`src/rtl/tick_hundredth_pkg.sv`:
```
// rtl/tick_hundredth_pkg.sv - default constants and divider helpers for tick_hundredth
//
// Purpose: shared constants and elaboration-time helpers for the tick_hundredth divider.
//   DEF_CLK_HZ  : default source clock frequency in Hz
//   DEF_TICK_HZ : default output square-wave frequency in Hz
//   calc_half   : cycles per half period of the output, CLK_HZ/(2*TICK_HZ)
//   calc_exact  : true when CLK_HZ divides evenly into whole half periods
//   calc_width  : counter width able to hold 0..HALF-1, at least 1 bit
package tick_hundredth_pkg;

    localparam int DEF_CLK_HZ  = 2000000;
    localparam int DEF_TICK_HZ = 100;

    // A zero or negative tick rate yields HALF = 0 so the top-level range
    // check rejects it instead of dividing by zero during elaboration.
    function automatic int calc_half(input int clk_hz, input int tick_hz);
        if (tick_hz < 1) begin
            return 0;
        end
        return clk_hz / (2 * tick_hz);
    endfunction

    function automatic bit calc_exact(input int clk_hz, input int tick_hz);
        if (tick_hz < 1) begin
            return 1'b0;
        end
        return (clk_hz % (2 * tick_hz)) == 0;
    endfunction

    function automatic int calc_width(input int half);
        if (half <= 1) begin
            return 1;
        end
        return $clog2(half);
    endfunction

endpackage

```
`src/rtl/tick_hundredth_cnt.sv`:
```
// rtl/tick_hundredth_cnt.sv - wrapping modulo-HALF counter with wrap strobe
//
// Purpose: counts 0..HALF-1 on every clock edge and flags the last count.
// Ports:
//   clk_i   : source clock
//   reset_i : asynchronous active-high reset, clears the count
//   wrap_o  : high while the count sits at HALF-1, i.e. the next edge wraps to 0
module tick_hundredth_cnt
    import tick_hundredth_pkg::*;
#(
    parameter int HALF = 10000,
    parameter int CW   = 14
) (
    input  logic clk_i,
    input  logic reset_i,
    output logic wrap_o
);

    localparam logic [CW-1:0] LAST = CW'(HALF - 1);

    logic [CW-1:0] cnt_q;
    logic [CW-1:0] cnt_d;

    // Comparing against HALF-1 rather than letting the counter overflow keeps
    // the count strictly below HALF for any HALF, not just powers of two.
    assign wrap_o = (cnt_q == LAST);

    always_comb begin
        cnt_d = cnt_q + 1'b1;
        if (wrap_o) begin
            cnt_d = '0;
        end
    end

    always_ff @(posedge clk_i or posedge reset_i) begin
        if (reset_i) begin
            cnt_q <= '0;
        end else begin
            cnt_q <= cnt_d;
        end
    end

endmodule

```
`src/rtl/tick_hundredth.sv`:
```
// rtl/tick_hundredth.sv - divides clk_100Hz down to a 50%-duty square wave at TICK_HZ
//
// Purpose: generates a glitch-free clock-like square wave for downstream logic.
// Optional feature macro: TICK_HUNDREDTH_PULSE_EN adds the tick_pulse output.
// Ports:
//   clk_100Hz  : source clock (nominally 2 MHz), the only clock in the block
//   reset      : asynchronous active-high reset
//   clk_tick   : divided square wave, HALF cycles low then HALF cycles high
//   tick_pulse : (TICK_HUNDREDTH_PULSE_EN only) one-cycle strobe on each clk_tick rise
module tick_hundredth
    import tick_hundredth_pkg::*;
#(
    parameter int CLK_HZ  = DEF_CLK_HZ,
    parameter int TICK_HZ = DEF_TICK_HZ
) (
    input  logic clk_100Hz,
    input  logic reset,
    output logic clk_tick
`ifdef TICK_HUNDREDTH_PULSE_EN
    ,
    output logic tick_pulse
`endif
);

    localparam int HALF = calc_half(CLK_HZ, TICK_HZ);
    localparam int CW   = calc_width(HALF);

    generate
        if (!calc_exact(CLK_HZ, TICK_HZ) || HALF < 1) begin : g_bad_ratio
            $error("tick_hundredth: CLK_HZ must be a positive multiple of 2*TICK_HZ");
        end
    endgenerate

    logic wrap;
    logic clk_tick_q;
    logic clk_tick_d;

    tick_hundredth_cnt #(
        .HALF (HALF),
        .CW   (CW)
    ) u_cnt (
        .clk_i   (clk_100Hz),
        .reset_i (reset),
        .wrap_o  (wrap)
    );

    // Toggle on the same edge the counter wraps; the output is the flop itself
    // so downstream logic never sees a combinational glitch.
    assign clk_tick_d = clk_tick_q ^ wrap;

    always_ff @(posedge clk_100Hz or posedge reset) begin
        if (reset) begin
            clk_tick_q <= 1'b0;
        end else begin
            clk_tick_q <= clk_tick_d;
        end
    end

    assign clk_tick = clk_tick_q;

`ifdef TICK_HUNDREDTH_PULSE_EN
    logic tick_pulse_q;
    logic tick_pulse_d;

    // A wrap while clk_tick is low is exactly the edge on which it rises.
    assign tick_pulse_d = wrap & ~clk_tick_q;

    always_ff @(posedge clk_100Hz or posedge reset) begin
        if (reset) begin
            tick_pulse_q <= 1'b0;
        end else begin
            tick_pulse_q <= tick_pulse_d;
        end
    end

    assign tick_pulse = tick_pulse_q;
`endif

endmodule

```
`config.mk`:
```
export PLATFORM = sky130hd
export DESIGN_NAME = tick_hundredth
export DESIGN_NICKNAME = d
export VERILOG_FILES = /design/src/rtl/tick_hundredth_pkg.sv /design/src/rtl/tick_hundredth_cnt.sv /design/src/rtl/tick_hundredth.sv
export SDC_FILE = /design/constraint.sdc
export NUM_CORES = 1
export LEC_CHECK = 0
export BUFFER_PORTS_ARGS = -buffer_cell sky130_fd_sc_hd__buf_4
export CAP_MARGIN = 10
export CORE_MARGIN = 2
export CORE_UTILIZATION = 50
export CTS_BUF_LIST = sky130_fd_sc_hd__clkbuf_4 sky130_fd_sc_hd__clkbuf_8 sky130_fd_sc_hd__clkbuf_16
export DETAILED_ROUTE_END_ITERATION = 7
export GPL_TIMING_DRIVEN = 0
export MAX_ROUTING_LAYER = met4
export PLACE_DENSITY = 0.67
export SYNTH_ARGS = -nofsm -noshare
export SYNTH_HDL_FRONTEND = slang
export SYNTH_SLANG_ARGS = --single-unit
```
`constraint.sdc`:
```
create_clock -name clk_100Hz -period 2.08 [get_ports clk_100Hz]
set_input_delay 0.208 -clock clk_100Hz [delete_from_list [all_inputs] [get_ports clk_100Hz]]
set_output_delay 0.208 -clock clk_100Hz [all_outputs]
set_load 0.03 [all_outputs]
```
Yosys cells after proc, flatten, opt, wreduce, memory -nomap -nowiden
Cells that the tools add are included.

Register bits after elaboration: 15. Output and inout port bits: 1. Logic and storage cells: 6.

Add/sub/neg operators: 1. Equality and inequality tests: 1. Muxes and demuxes: 1. Bitwise logic cells: 1.

Operator list (number): $add A14 B1 Y14 const B (1); $eq A14 B14 Y1 const B (1); $mux W14 (1); $xor A1 B1 Y1 (1).

Depth between registers and ports, before layout
Gate-level depths: netlist of the first run.

Word-level depth: 2. Depth in mapped cells: 5.

Modules after synthesis
Synthesis of the first run repeated with hierarchy kept, for this count alone.

Cells, all modules: 66. Area, all modules: 709.4 um2.

Modules (own cells, without submodules): tick_hundredth_cnt (instances 1, cells each 63, area an instance 671.9 um2, sequential area each 350.3 um2); tick_hundredth (instances 1, cells each 3, area an instance 37.5 um2, sequential area each 25.0 um2).

Worst setup path before layout of the first run
No wires, ideal clock.

Path type: reg2reg. From: register u_cnt.cnt_q[7]. To: register u_cnt.cnt_q[1]. Library setup time: 120 ps. Arrival time: 1584 ps. Required time: 1960 ps. Setup slack: 377 ps. Stages on the path, launching flop included: 4. Clock period less this slack: 1703 ps. Cells stage by stage: dfrtp_1 -> or4b_4 -> nor4_4 -> and2b_2.

Cells in the longest elaborated chain, start to end: 2.

RTL lines: start: declaration (RTL line tick_hundredth_cnt.sv:21) `logic [CW-1:0] cnt_q;`; start signal: assignment (RTL line tick_hundredth_cnt.sv:39) `cnt_q <= cnt_d;`; $eq A14 B14 Y1 (RTL line tick_hundredth_cnt.sv:26) `assign wrap_o = (cnt_q == LAST);`; $mux W14 (RTL line tick_hundredth_cnt.sv:30) `if (wrap_o) begin`; named net u_cnt.cnt_d[1] (RTL line tick_hundredth_cnt.sv:22) `logic [CW-1:0] cnt_d;`.

The timed path passes the listed nets, and every way through them passes these cells.

Final worst setup path of the first run
Ends and elaborated chain as after synthesis.

==> results.md, run 1 <==
* Outcome: complete, no violations
* Initial antenna violation count at 0
* Initial core utilization at 53.9%
* Syn Nets at 68
* DIE WIDTH at 41.5 um
* Cell chain of the critical path: or4b_4 > nor4_4 > and2b_2
* Ys Warns at 0
* Yosys top cell by area: dfrtp_1
* Maximum clock frequency at 0.538 GHz
* Ports at 3
* H-tree depth at 1
* Final net count at 76
* WP data required at 2260 ps
* Psw at 93.9 uW
* Yosys reg bits at 15
* DR vias at 455
* Row count at 13
* Synth Area in Compound Gates at 2.50%
* Pins Over Slew Limit at 0
* Clock transition at path regs at 90 ps
* Synth Area in Simple Gates at 24.2%
* First-pass GRT wire length at 2.10 mm
* Internal power at 381 uW
* Net Sw Frac at 19.8%
* Layout cells sized above 1 at 12.7%
* Worst Setup SP: u_cnt.cnt_q[7]$_DFF_PP0_
* Crit path DAT at 2040 ps
* Gr usage total at 16.7%
* Met3 WL post-DR at 31 um
* # setup viols final at 0
* Min-delay src: clk_tick$_DFF_PP0_
* CTS buffer count at 3
* Drt total wl at 1.14 mm
* HP Class: reg2reg
* Worst reg-to-reg setup slack at 220 ps
* Gpl congestion at 0.721
* Fin crit period at 1860 ps
* CORE AREA at 1300 sq um
* Leak at 0.000387 uW
* Clock Sinks at 15
* Period Utilization, post-route at 89.4%
* Post-synthesis instance total at 64
* Clock latency on the worst-skew pair at 280 ps
* Post CTS Setup Buffer Count at 0
* Antenna diodes at 0
* Seq/Total Area, Yosys at 53.5%
* RR Startpoint: u_cnt.cnt_q[7]$_DFF_PP0_
* Utilization after layout at 59.6%
* Metal2 WL at 536 um
* Die Height at 41.5 um
* Post-route ant nets at 0
* Worst Setup End Kind: flop
* CP max stage cell: or4b_4
* Area delta synth->final at 10.5%
* Clock Path Buffers at 2
* Critical path class: reg2reg
* Post-synthesis mux area share at 1.43%
* Worst slew margin at 62.3%
* Largest family of logic cells by synthesized area: simple AND/OR/NAND/NOR gates
* Logic gate share of total power at 1.8%
* Commonest cells after routing, fill and taps aside: dfrtp_1, nor2_1, xor2_1
* TritonCTS clock tree: yes
* Largest net degree at the start of global routing at 16
* Root buffer cell: clkbuf_4
* Syn Area/Cell at 11.0 sq um
* Port Buf Inserts at 2
* Total power at 475 uW
* DR iter-0 viols at 6
* Slowest stage delay, CP at 570 ps
* Setup Total Neg Slack at 0 ps
* Max cap viols at 0
* Worst clock skew at 6.45 ps
* Unrepaired setup endpoints after global routing: false
* Synth top area share at 53.5%
* Crit Path Max Fanout at 9
* Post-DP HPWL at 815 um
* Die ar. at 1720 sq um
* Fin. Hold Viols at 0
* Power share of the clock group at 36.9%
* Post-synthesis adder-cell area fraction at 3.57%
* Flop pwr share at 61.3%
* Critical Path Start Type: flop
* Worst-Margin Slew at 564 ps
* Vias/cell at 5.29
* WL per Instance at 13.3 um
* Power per cell area at 612 nW/um^2
* Post-CTS Resized at 0
* Min-Delay Path Depth at 1
* Met1 WL at 560 um
* # DRC at 0
* Commonest non-fill, non-tap cell in the layout: dfrtp_1
* Netlist Area Pre-Place at 702 sq um
* Grt total ovfl at 0
* Vias in the first global route at 467
* Synth area leaders: dfrtp_1, xor2_1, nor2_1
* Highest metal used: met4
* Hold worst-path end: clk_tick$_DFF_PP0_
* Peak VDD IR at 355 uV
* Pre-antenna DRT Iters at 4
* Reg-to-Reg End: u_cnt.cnt_q[1]$_DFF_PP0_
* Post-Synth XOR/XNOR Area at 13.7%
* Register-to-Register Path Depth at 3
* Synth unique cells at 19
* Filler instances at 118
[worst max-delay path by stage]
stage	end	cells past startpoint
6_report	u_cnt.cnt_q[1]$_DFF_PP0_	3
5_1_grt	u_cnt.cnt_q[1]$_DFF_PP0_	3
4_1_cts	u_cnt.cnt_q[1]$_DFF_PP0_	3
3_5_place_dp	u_cnt.cnt_q[1]$_DFF_PP0_	3
2_1_floorplan	u_cnt.cnt_q[1]$_DFF_PP0_	3
3_3_place_gp	u_cnt.cnt_q[1]$_DFF_PP0_	3
[state kept, by name (all words and copies together), names as in the netlist]
name,flops
u_cnt.cnt_q,14
clk_tick,1
[worst max-delay path: cells and delay by family, from the launching register on]
kind	cells	cell delay (ps)
simple gates	3	1340
flops	1	430
[kinds of logic (layout without fill, tap and decap cells)]
group	count (synthesis)	after routing
fa+ha+maj	2	2
xor+xnor	11	11
compound gates	3	3
simple gates	30	30
buf+inv	2	9
mux	1	1
flops	15	15
[per-stage QoR]
step	cells	cell area [sq um]	setup slack, ps	hold WS, ps
floorplan	64	702	377	109
global placement	81	736	202	293
detailed placement	81	736	199	304
CTS	86	776	177	479
global route	86	776	128	501
finish	86	776	220	476
[cell type report]
class | instances | area (sq um) | share of cell area, %
Timing Repair Buffer | 3 | 25.0 | 3.23
Tap cell | 15 | 18.8 | 2.42
Sequential cell | 15 | 375 | 48.4
Clock buffer | 4 | 30.0 | 3.87
Inverter | 2 | 7.51 | 0.968
Multi-Input combinational cell | 47 | 319 | 41.1
[power groups by stage]
stage	Sequential [uW]	Clock (uW)	Combinational, uW
floorplan	297	0	4.41
global placement	297	0	7.20
detailed placement	297	0	7.44
CTS	291	179	8.90
global route	291	197	10.7
finish	291	175	8.38
[Yosys cell counts]
| cell | n |
|---|---|
| dfrtp_1 | 15 |
| nor2_1 | 9 |
| xor2_1 | 8 |
| nand3_1 | 5 |
| nand2_1 | 4 |
| nand4_1 | 3 |
| nor3_1 | 3 |
| xnor2_1 | 3 |
| ha_1 | 2 |
| inv_1 | 2 |
| or3_1 | 2 |
| a21oi_1 | 1 |
| and2b_2 | 1 |
| mux2i_1 | 1 |
| nor4_1 | 1 |
| nor4_4 | 1 |
| o21a_1 | 1 |
| o21ai_0 | 1 |
| or4b_4 | 1 |
[what timing repair did]
item,CTS,global route
endpoints found under the setup margin,0,0
hold endpoints to repair,2,0
hold buffers,1,0
[metal layers]
metal | vias up | global-route usage (%)
met3 | 2 | 3.91
met1 | 215 | 21.7
met5 | - | -
li1 | 233 | -
met2 | 5 | 24.7
met4 | 0 | 7.74
Note: power is estimated with default switching activity, not from simulation.
==> inputs of run 2 (changes only) <==
--- a/config.mk
+++ b/config.mk
@@ -5,15 +5,15 @@
 export SDC_FILE = /design/constraint.sdc
 export NUM_CORES = 1
 export LEC_CHECK = 0
-export BUFFER_PORTS_ARGS = -buffer_cell sky130_fd_sc_hd__buf_4
+export ABC_CLOCK_PERIOD_IN_PS = 2080
 export CAP_MARGIN = 10
 export CORE_MARGIN = 2
 export CORE_UTILIZATION = 50
 export CTS_BUF_LIST = sky130_fd_sc_hd__clkbuf_4 sky130_fd_sc_hd__clkbuf_8 sky130_fd_sc_hd__clkbuf_16
 export DETAILED_ROUTE_END_ITERATION = 7
+export DONT_BUFFER_PORTS = 1
 export GPL_TIMING_DRIVEN = 0
 export MAX_ROUTING_LAYER = met4
-export PLACE_DENSITY = 0.67
 export SYNTH_ARGS = -nofsm -noshare
 export SYNTH_HDL_FRONTEND = slang
 export SYNTH_SLANG_ARGS = --single-unit
==> results.md, run 2 (synthesis gave the netlist of run 1 again) <==
* CTS buffer count at 3 (unchanged)
* Crit path max-delay family: simple AND/OR/NAND/NOR gates (unchanged)
* Power share of the clock group at 36.3% (was 36.9%)
* Commonest cells after routing, fill and taps aside: dfrtp_1, nor2_1, xor2_1 (unchanged)
* Reg-to-Reg End: u_cnt.cnt_q[1]$_DFF_PP0_ (unchanged)
* Pins Over Slew Limit at 0 (unchanged)
* Fin crit period at 1860 ps (about the same)
* Grt total ovfl at 0 (unchanged)
* Worst clock skew at 1.92 ps (was 6.45 ps)
* Clock transition at path regs at 80 ps (was 90 ps)
* WP buf/inv at 0 (unchanged)
* Worst Setup SP: u_cnt.cnt_q[7]$_DFF_PP0_ (unchanged)
* First-pass GRT wire length at 2.02 mm (was 2.10 mm)
* Maximum clock frequency at 0.538 GHz (about the same)
* # DRC at 0 (unchanged)
* Leak at 0.000376 uW (was 0.000387 uW)
* WP data required at 2250 ps (was 2260 ps)
* DR vias at 456 (was 455)
* Flop pwr share at 62.2% (was 61.3%)
* Total power at 468 uW (was 475 uW)
* Power per cell area at 616 nW/um^2 (was 612 nW/um^2)
* WP depth at 3 (unchanged)
* Initial antenna violation count at 0 (unchanged)
* CORE AREA at 1300 sq um (unchanged)
* Root buffer cell: clkbuf_4 (unchanged)
* Area delta synth->final at 8.38% (was 10.5%)
* Crit Path Max Fanout at 9 (unchanged)
* Net Sw Frac at 18.9% (was 19.8%)
* Post CTS Setup Buffer Count at 0 (unchanged)
* Metal2 WL at 522 um (was 536 um)
* H-tree depth at 1 (unchanged)
* Placed instance count at 79 (was 81)
* Met3 WL post-DR at 38 um (was 31 um)
* Cell chain of the critical path: or4b_4 > nor4_4 > and2b_2 (unchanged)
* Commonest non-fill, non-tap cell in the layout: dfrtp_1 (unchanged)
* Vias in the first global route at 468 (was 467)
* Fin. Hold Viols at 0 (unchanged)
* Final cell count without fillers at 84 (was 86)
* Internal power at 380 uW (was 381 uW)
* Antenna diodes at 0 (unchanged)
* Die Height at 41.5 um (unchanged)
* Post-route ant nets at 0 (unchanged)
* Highest metal used: met4 (unchanged)
* Psw at 88.5 uW (was 93.9 uW)
* Pre-antenna DRT Iters at 4 (unchanged)
* Layout cells sized above 1 at 10.1% (was 12.7%)
* Register-to-Register Path Depth at 3 (unchanged)
* Initial core utilization at 53.9% (unchanged)
* Critical path class: reg2reg (unchanged)
* RR Startpoint: u_cnt.cnt_q[7]$_DFF_PP0_ (unchanged)
* Drt total wl at 1.11 mm (was 1.14 mm)
* Port Buf Inserts at 0 (was 2)
* DR iter-0 viols at 3 (was 6)
* DIE WIDTH at 41.5 um (unchanged)
* Setup Total Neg Slack at 0 ps (unchanged)
* TritonCTS clock tree: yes (unchanged)
* Slowest stage delay, CP at 560 ps (was 570 ps)
* Max cap viols at 0 (unchanged)
* Peak VDD IR at 257 uV (was 355 uV)
* CP max stage cell: or4b_4 (unchanged)
* Clock Path Buffers at 2 (unchanged)
* Max reg flops at 14 (unchanged)
* Row count at 13 (unchanged)
* HP Class: in2async (was reg2reg)
* Clock latency on the worst-skew pair at 270 ps (was 280 ps)
* Clock Sinks at 15 (unchanged)
* Critical Path Start Type: flop (unchanged)
* Logic gate share of total power at 1.5% (was 1.8%)
* Gpl congestion at 0.721 (about the same)
* Unrepaired setup endpoints after global routing: false (unchanged)
* Crit path to: u_cnt.cnt_q[1]$_DFF_PP0_ (unchanged)
* Worst-Margin Slew at 564 ps (about the same)
* Worst slew margin at 62.3% (about the same)
* Gr usage total at 15.6% (was 16.7%)
* # setup viols final at 0 (unchanged)
* Crit path DAT at 2030 ps (was 2040 ps)
* Worst reg-to-reg setup slack at 220 ps (about the same)
* Worst Setup End Kind: flop (unchanged)
* Period Utilization, post-route at 89.4% (about the same)
* Largest net degree at the start of global routing at 16 (unchanged)
* Utilization after layout at 58.5% (was 59.6%)
* WL per Instance at 13.2 um (was 13.3 um)
* Met1 WL at 533 um (was 560 um)
* Die ar. at 1720 sq um (unchanged)
* Largest register by flop count: u_cnt.cnt_q (unchanged)
* Final net count at 74 (was 76)
* Outcome: complete, no violations (unchanged)
* Vias/cell at 5.43 (was 5.29)
* Ports at 3 (unchanged)
* Post-DP HPWL at 803 um (was 815 um)
run 2: repair_timing:
item | 4_1_cts | 5_1_grt
gates resized for setup | 0 | 0
hold buffers | 1 | 0
endpoints found under the hold margin | 15 | 0
run 2: layout make-up:
cell class / instances / area (sq um)
Sequential cell: 15 / 375
Tap cell: 15 / 18.8
Fill cell: 120 / 541
Timing Repair Buffer: 1 / 10.0
Clock buffer: 4 / 30.0
Inverter: 2 / 7.51
Multi-Input combinational cell: 47 / 319
run 2: how the worst min path moves through the flow:
| stage | startpoint | end |
|---|---|---|
| 3_3_place_gp | reset | u_cnt.cnt_q[9]$_DFF_PP0_ |
| 2_1_floorplan | reset | clk_tick$_DFF_PP0_ |
| 3_5_place_dp | reset | u_cnt.cnt_q[9]$_DFF_PP0_ |
| 4_1_cts | reset | u_cnt.cnt_q[3]$_DFF_PP0_ |
| 6_report | reset | u_cnt.cnt_q[8]$_DFF_PP0_ |
| 5_1_grt | reset | u_cnt.cnt_q[4]$_DFF_PP0_ |
run 2: stage by stage:
step | hold slack [ps] | worst slack [ps] | instance area (sq um)
2_1_floorplan | 109 | 377 | 702
3_3_place_gp | 187 | 201 | 721
3_5_place_dp | 191 | 212 | 721
4_1_cts | 441 | 201 | 761
5_1_grt | 507 | 90.0 | 761
6_report | 420 | 220 | 761
run 2: layer usage:
layer	global-route usage (%)	vias to the layer above
li1	-	229
met1	21.0	217
met2	23.4	8
met3	2.61	2
met4	6.45	0
met5	-	-
run 2: power groups by stage:
stage,registers [uW],logic (uW),clock network [uW]
floorplan,297,4.41,0
global placement,297,6.13,0
detailed placement,297,6.22,0
CTS,291,7.53,178
global route,291,8.94,190
finish,291,6.93,170
